--- src/rtl/imem_port_arbiter.sv ---
// rtl/imem_port_arbiter.sv - byte-port arbiter between 32-bit fetch bursts and loader byte writes (optional IMEM_RANGE_CHECK_EN)
module imem_port_arbiter #(
    parameter int ADDR_W          = 32,
    parameter int MEM_AW          = 9,
    parameter int MEM_BYTES       = 512,
    parameter int LOADER_PRIORITY = 1
) (
    input  logic              clock,
    input  logic              resetN,
    input  logic              fetchReq,
    input  logic [ADDR_W-1:0] fetchAddress,
    output logic              fetchReady,
    output logic              fetchValid,
    output logic [31:0]       instructionOut,
    input  logic              flush,
    input  logic              loadReq,
    input  logic [MEM_AW-1:0] loadAddr,
    input  logic [7:0]        loadData,
    output logic              loadAck,
    output logic [MEM_AW-1:0] memAddr,
    output logic              memWe,
    output logic [7:0]        memWdata,
`ifdef IMEM_RANGE_CHECK_EN
    output logic              fetchErr,
`endif
    input  logic [7:0]        memRdata
);

    typedef enum logic [1:0] {IDLE, FETCH, DRAIN, LOAD} state_t;

    state_t            state, stateNext;
    logic [MEM_AW-1:0] base;
    logic [1:0]        idx;
    logic [1:0]        idxNext;
    logic [23:0]       partial;
    logic              takeFetch, takeLoad, rangeErr;

`ifdef IMEM_RANGE_CHECK_EN
    assign rangeErr = (|fetchAddress[ADDR_W-1:MEM_AW]) ||
                      (({1'b0, fetchAddress[MEM_AW-1:0]} + (MEM_AW+1)'(3)) >= (MEM_AW+1)'(MEM_BYTES));
`else
    logic unused_hi;
    assign unused_hi = ^{fetchAddress[ADDR_W-1:MEM_AW], (MEM_BYTES == (1 << MEM_AW))};
    assign rangeErr  = 1'b0;
`endif

    assign fetchReady = (state == IDLE) && !flush;
    assign idxNext    = idx + 2'd1;

    always_comb begin
        takeFetch = 1'b0;
        takeLoad  = 1'b0;
        if (state == IDLE && !flush) begin
            if (fetchReq && loadReq) begin
                if (LOADER_PRIORITY != 0) takeLoad = 1'b1;
                else                      takeFetch = 1'b1;
            end else if (fetchReq) begin
                takeFetch = 1'b1;
            end else if (loadReq) begin
                takeLoad = 1'b1;
            end
        end
    end

    always_comb begin
        stateNext = state;
        case (state)
            IDLE: begin
                if (takeLoad)                   stateNext = LOAD;
                else if (takeFetch && !rangeErr) stateNext = FETCH;
            end
            FETCH: begin
                if (flush)            stateNext = IDLE;
                else if (idx == 2'd3) stateNext = DRAIN;
            end
            DRAIN:   stateNext = IDLE;
            LOAD:    stateNext = IDLE;
            default: stateNext = IDLE;
        endcase
    end

    always_ff @(posedge clock or negedge resetN) begin
        if (!resetN) state <= IDLE;
        else         state <= stateNext;
    end

    always_ff @(posedge clock or negedge resetN) begin
        if (!resetN) begin
            fetchValid     <= 1'b0;
            loadAck        <= 1'b0;
            memWe          <= 1'b0;
            memAddr        <= '0;
            memWdata       <= '0;
            instructionOut <= '0;
            idx            <= '0;
            base           <= '0;
            partial        <= '0;
`ifdef IMEM_RANGE_CHECK_EN
            fetchErr       <= 1'b0;
`endif
        end else begin
            fetchValid <= 1'b0;
            loadAck    <= 1'b0;
            memWe      <= 1'b0;
`ifdef IMEM_RANGE_CHECK_EN
            fetchErr   <= 1'b0;
`endif
            case (state)
                IDLE: begin
                    if (takeLoad) begin
                        memAddr  <= loadAddr;
                        memWdata <= loadData;
                        memWe    <= 1'b1;
                        loadAck  <= 1'b1;
                    end else if (takeFetch) begin
                        if (rangeErr) begin
`ifdef IMEM_RANGE_CHECK_EN
                            fetchErr <= 1'b1;
`endif
                        end else begin
                            base    <= fetchAddress[MEM_AW-1:0];
                            memAddr <= fetchAddress[MEM_AW-1:0];
                            idx     <= 2'd0;
                        end
                    end
                end
                FETCH: begin
                    if (!flush) begin
                        // memRdata lags memAddr by one cycle, so slot idx-1 lands now
                        case (idx)
                            2'd1:    partial[23:16] <= memRdata;
                            2'd2:    partial[15:8]  <= memRdata;
                            2'd3:    partial[7:0]   <= memRdata;
                            default: ;
                        endcase
                        idx <= idxNext;
                        if (idx != 2'd3) memAddr <= base + MEM_AW'(idxNext);
                    end
                end
                DRAIN: begin
                    if (!flush) begin
                        instructionOut <= {partial, memRdata};
                        fetchValid     <= 1'b1;
                    end
                end
                default: ;
            endcase
        end
    end

endmodule

--- config.mk ---
export PLATFORM = sky130hd
export DESIGN_NAME = imem_port_arbiter
export DESIGN_NICKNAME = d
export VERILOG_FILES = /design/src/rtl/imem_port_arbiter.sv
export SDC_FILE = /design/constraint.sdc
export NUM_CORES = 1
export LEC_CHECK = 0
export CAP_MARGIN = 10
export CORE_ASPECT_RATIO = 1.1
export CORE_UTILIZATION = 30
export DETAILED_ROUTE_END_ITERATION = 16
export PLACE_DENSITY_LB_ADDON = 0.12
export SYNTH_ARGS = -nofsm -noshare
export SYNTH_HDL_FRONTEND = slang
export SYNTH_SLANG_ARGS = --single-unit
--- constraint.sdc ---
create_clock -name clock -period 2.1 [get_ports clock]
set_input_delay 0.315 -clock clock [delete_from_list [all_inputs] [get_ports clock]]
set_output_delay 0.315 -clock clock [all_outputs]
set_load 0.005 [all_outputs]
==> summary by stage, run 1 <==
Worst setup path
Traced cell by cell, the critical path runs through clkdlybuf4s50_1, buf_12, nor3_2, clkdlybuf4s50_1. The worst register-to-register path has a depth of 8. The origin of the worst setup path is flush. The startpoint class of the critical path is a primary input.

The critical path data arrival time is 1.64 ns. In this run the number of cells on the critical path is 4. In this design, the critical path's most frequently occurring cell is sky130_fd_sc_hd__clkdlybuf4s50_1. Data on the critical path is required at its endpoint by 1.78 ns.

The sum of buffers and inverters on the critical path is 3. The top fanout value on the critical path is 10. The startpoint identified for the worst register-to-register timing path is idx[0]. The worst setup path is captured at a primary output. The critical setup path kind is in2out. The largest delay contributor family on the critical path is buffers and inverters.

The highest cell delay on the worst timing path is 0.55 ns. The slowest cell on the critical path is sky130_fd_sc_hd__clkdlybuf4s50_1. The endpoint of the most critical setup path is fetchReady. In this run the critical register-to-register path is captured at memAddr[7]. For flop-to-flop paths, the worst setup slack is 0.15 ns.

Yosys
The number of nets produced by synthesis is 327. Of all cell types, the one taking the most synthesized area is sky130_fd_sc_hd__dfrtp_1. Synthesis inferred 88 register bits. The mean cell area of the mapped netlist is 14.5 sq um.

Yosys printed 0 warnings. In the synthesized netlist, the cells that appear most often are sky130_fd_sc_hd__dfrtp_1, sky130_fd_sc_hd__mux2_2, sky130_fd_sc_hd__nand2_1. The number of synthesized flops with an enable pin is 0. Among all flip-flop cells after synthesis, the most frequent one is sky130_fd_sc_hd__dfrtp_1. Yosys attributes the largest share of cell area to sky130_fd_sc_hd__dfrtp_1, sky130_fd_sc_hd__mux2_2, sky130_fd_sc_hd__mux2i_1, sky130_fd_sc_hd__ha_1, sky130_fd_sc_hd__nand2_1.

Of the synthesized area, sequential elements account for 0.585. The share of synthesized area in the top cell type comes to 0.585. The post-synthesis instance area is 3770 sq um. The leading cell type by number of instances after synthesis is sky130_fd_sc_hd__dfrtp_1. The post-synthesis cell count is 259. The number of distinct library cells after synthesis is 34.

The async set or reset register ratio after synthesis is 1.00.

Timing
The tightest slew margin relative to the limit is 0.661. The final setup violation count is 0. The max-slew violation count is 0. In the final timing run, aggregate negative setup slack is 0 ns. Setup repair after global routing left no endpoint under its margin. Dividing the final minimum period by the clock period gives 0.930. The final count of hold timing violations was 0. Subtracting the final worst setup slack from the clock period gives 1.95 ns. The pin slew with the least headroom to its limit is 0.509 ns. Static timing analysis puts the maximum clock frequency at 0.512 GHz. The maximum clock skew at final layout is 0.00564 ns.

Floorplanning
The die covers 13,000 sq um. The number of top-level design ports is 115. The number of rows in the core area is 42. The vertical die dimension is 120 um. The core region is 12,100 sq um.

The starting density of the core is 0.310. The width of the die is 109 um.

Min path
The hold-critical path depth is 1. In this run the worst hold path is classified as reg2reg.

Run status
The run finished with clean final reports.

Routing
In this run the remaining antenna-violating nets after routing total 0. The detailed-router iteration count before antenna repair is 4. The number of violations reported at the end of detailed-routing iteration 0 is 75. The average wire per cell in the routed design is 15.2 um. The aggregate routed wire length is 7910 um. In the routed layout, each cell is associated on average with a via count of 4.60. Across all layers, the routed design uses 2,399 vias.

The DRC violations left is 0.

CTS
Counting along the longest clock path gives a buffer depth of 2. CTS placed an instance of sky130_fd_sc_hd__clkbuf_16 at the clock tree root. The maximum level of the CTS H-tree is 3. TritonCTS created 9 clock buffers.

At the later pin of the worst-skew pair, clock insertion delay measures 0.33 ns. TritonCTS built the clock tree. The clock sink total is 88.

The number of buffers inserted by post-CTS setup repair is 0. After clock tree synthesis, the clock-pin slew on the worst setup and hold paths is 0.06 ns.

Placement
The congestion estimate from routability-driven global placement came to 0.705. Once placement finished, the instance area stood at 4930 sq um. Port buffering added 91 buffers. The HPWL after detailed placement is 5450 um.

Finish
Relative to the synthesized area, the layout overhead comes to 38.7%. The finished cells cover 5230 sq um. The layout net count is 430. The ratio of cells with drive above 1 in the final layout is 0.297. The number of diodes is 0. The utilization after layout is 0.430.

Global routing
The first global-routing pass estimated 13,100 um of wire. For this run, the total global-route usage over all layers was measured as 0.134. For this run the aggregate overflow at the end of global routing stands at 0. The number of global-route vias before repair is 2,539. The number of antenna violations at the first check in global routing is 0. The largest net degree at the start of global routing is 53.

Power and ir drop
IR analysis of the VDD net gives a maximum drop of 0.000511 V. For this design the ratio of total power to cell area is 1240 nW/um^2. The static leakage is 2.24 nW.

Run
The tool flagged a number of max-cap violations equal to 0.
==> state kept, by name, indices dropped and copies added, names as in the netlist, 2 cells and up <==
signal          flops
memWdata            8
partial            24
state               2
idx                 2
memAddr             9
base                9
instructionOut     32
==> area by class of cell <==
type                    instances  area (sq um)
well taps                     154           193
fillers                      1187          6910
clock buffers                  12           256
clock inverters                 4          28.8
flip-flops and latches         88          2200
multi-input cells             154          1470
inverters                       6          22.5
repair buffers                103          1050
==> routing by layer <==
metal,track usage,vias up,wire length (um)
met5,0,-,0
met4,0.0456,0,82
met3,0.0429,6,457
met2,0.201,70,3650
met1,0.182,1197,3710
li1,-,1126,-
==> worst register-to-register path: stages, from the launching register on <==
cell and delay [ns]:
sky130_fd_sc_hd__dfrtp_1 0.34, sky130_fd_sc_hd__inv_1 0.07, sky130_fd_sc_hd__ha_1 0.29, sky130_fd_sc_hd__inv_1 0.07, sky130_fd_sc_hd__ha_1 0.29, sky130_fd_sc_hd__a21oi_1 0.09, sky130_fd_sc_hd__or4_1 0.51, sky130_fd_sc_hd__nand3_1 0.12
sky130_fd_sc_hd__a22o_1 0.13
==> placed cells by master (no fill, tap or decap), drive strengths merged <==
master,n
a211oi,3
nand3,3
nand2,15
o311ai,1
nor3,2
inv,6
nor2b,1
fa,1
buf,12
mux2i,8
clkinv,2
a21oi,4
o21ai,2
clkdlybuf4s50,90
or4,1
ha,5
nor4b,1
or2,1
nand3b,1
a21o,4
o31ai,2
nand4,1
a22o,4
xnor2,4
dfrtp,88
xor2,2
clkbuf,12
nand2b,1
nor2,6
mux2,73
clkinvlp,2
dlygate4sd3,1
o221ai,4
nor3b,4
==> worst min-delay path by stage <==
| stage | startpoint | endpoint | slack [ns] |
|---|---|---|---|
| floorplan | resetN | base[0] | 0.02 |
| detailed placement | resetN | instructionOut[29] | 0.33 |
| finish | memAddr[0] | memAddr[0] | 0.48 |
| global route | memAddr[0] | memAddr[0] | 0.49 |
| CTS | memAddr[1] | memAddr[1] | 0.49 |
| global placement | resetN | instructionOut[5] | 0.32 |
==> power breakdown <==
group	internal (mW)	switching, mW
clock	0.867	0.645
sequential	2.39	0.385
combinational	1.46	0.719
==> through the flow <==
| stage | hold WS (ns) | std cells | setup WS, ns | total power [mW] |
|---|---|---|---|---|
| final | 0.480 | 521 | 0.146 | 6.47 |
| after global routing | 0.494 | 521 | 0.0369 | 6.95 |
| after CTS | 0.486 | 521 | 0.0456 | 6.59 |
| after detailed placement | 0.330 | 504 | 0.0816 | 5.03 |
| after global placement | 0.322 | 504 | 0.0844 | 4.98 |
| after floorplan | 0.0194 | 259 | 0.210 | 3.81 |
==> repair_timing <==
action | in CTS | in global routing
resized for setup | 0 | 1
endpoints found under the setup margin | 0 | 1
hold buffers | 1 | 0
endpoints found under the hold margin | 36 | 0
==> cells by family (layout without fill, tap and decap cells) <==
| logic type | count (synthesis) | after routing | share of synthesized area |
|---|---|---|---|
| muxes | 81 | 81 | 0.239 |
| and+or+nand+nor | 37 | 37 | 0.0638 |
| DFF | 88 | 88 | 0.585 |
| xor gates and xnor gates | 6 | 6 | 0.0139 |
| adders and majority gates | 6 | 6 | 0.0219 |
| AOI/OAI and AO/OA | 24 | 24 | 0.0488 |
| buffers and inverters | 17 | 125 | 0.0276 |
Power figures use the tool's default switching activity.
==> run 2, diff against run 1 <==
Settings changed: SLEW_MARGIN set to 15.
==> results of run 2 <==
Final layout, timing and power as in run 1 (identical DEF).
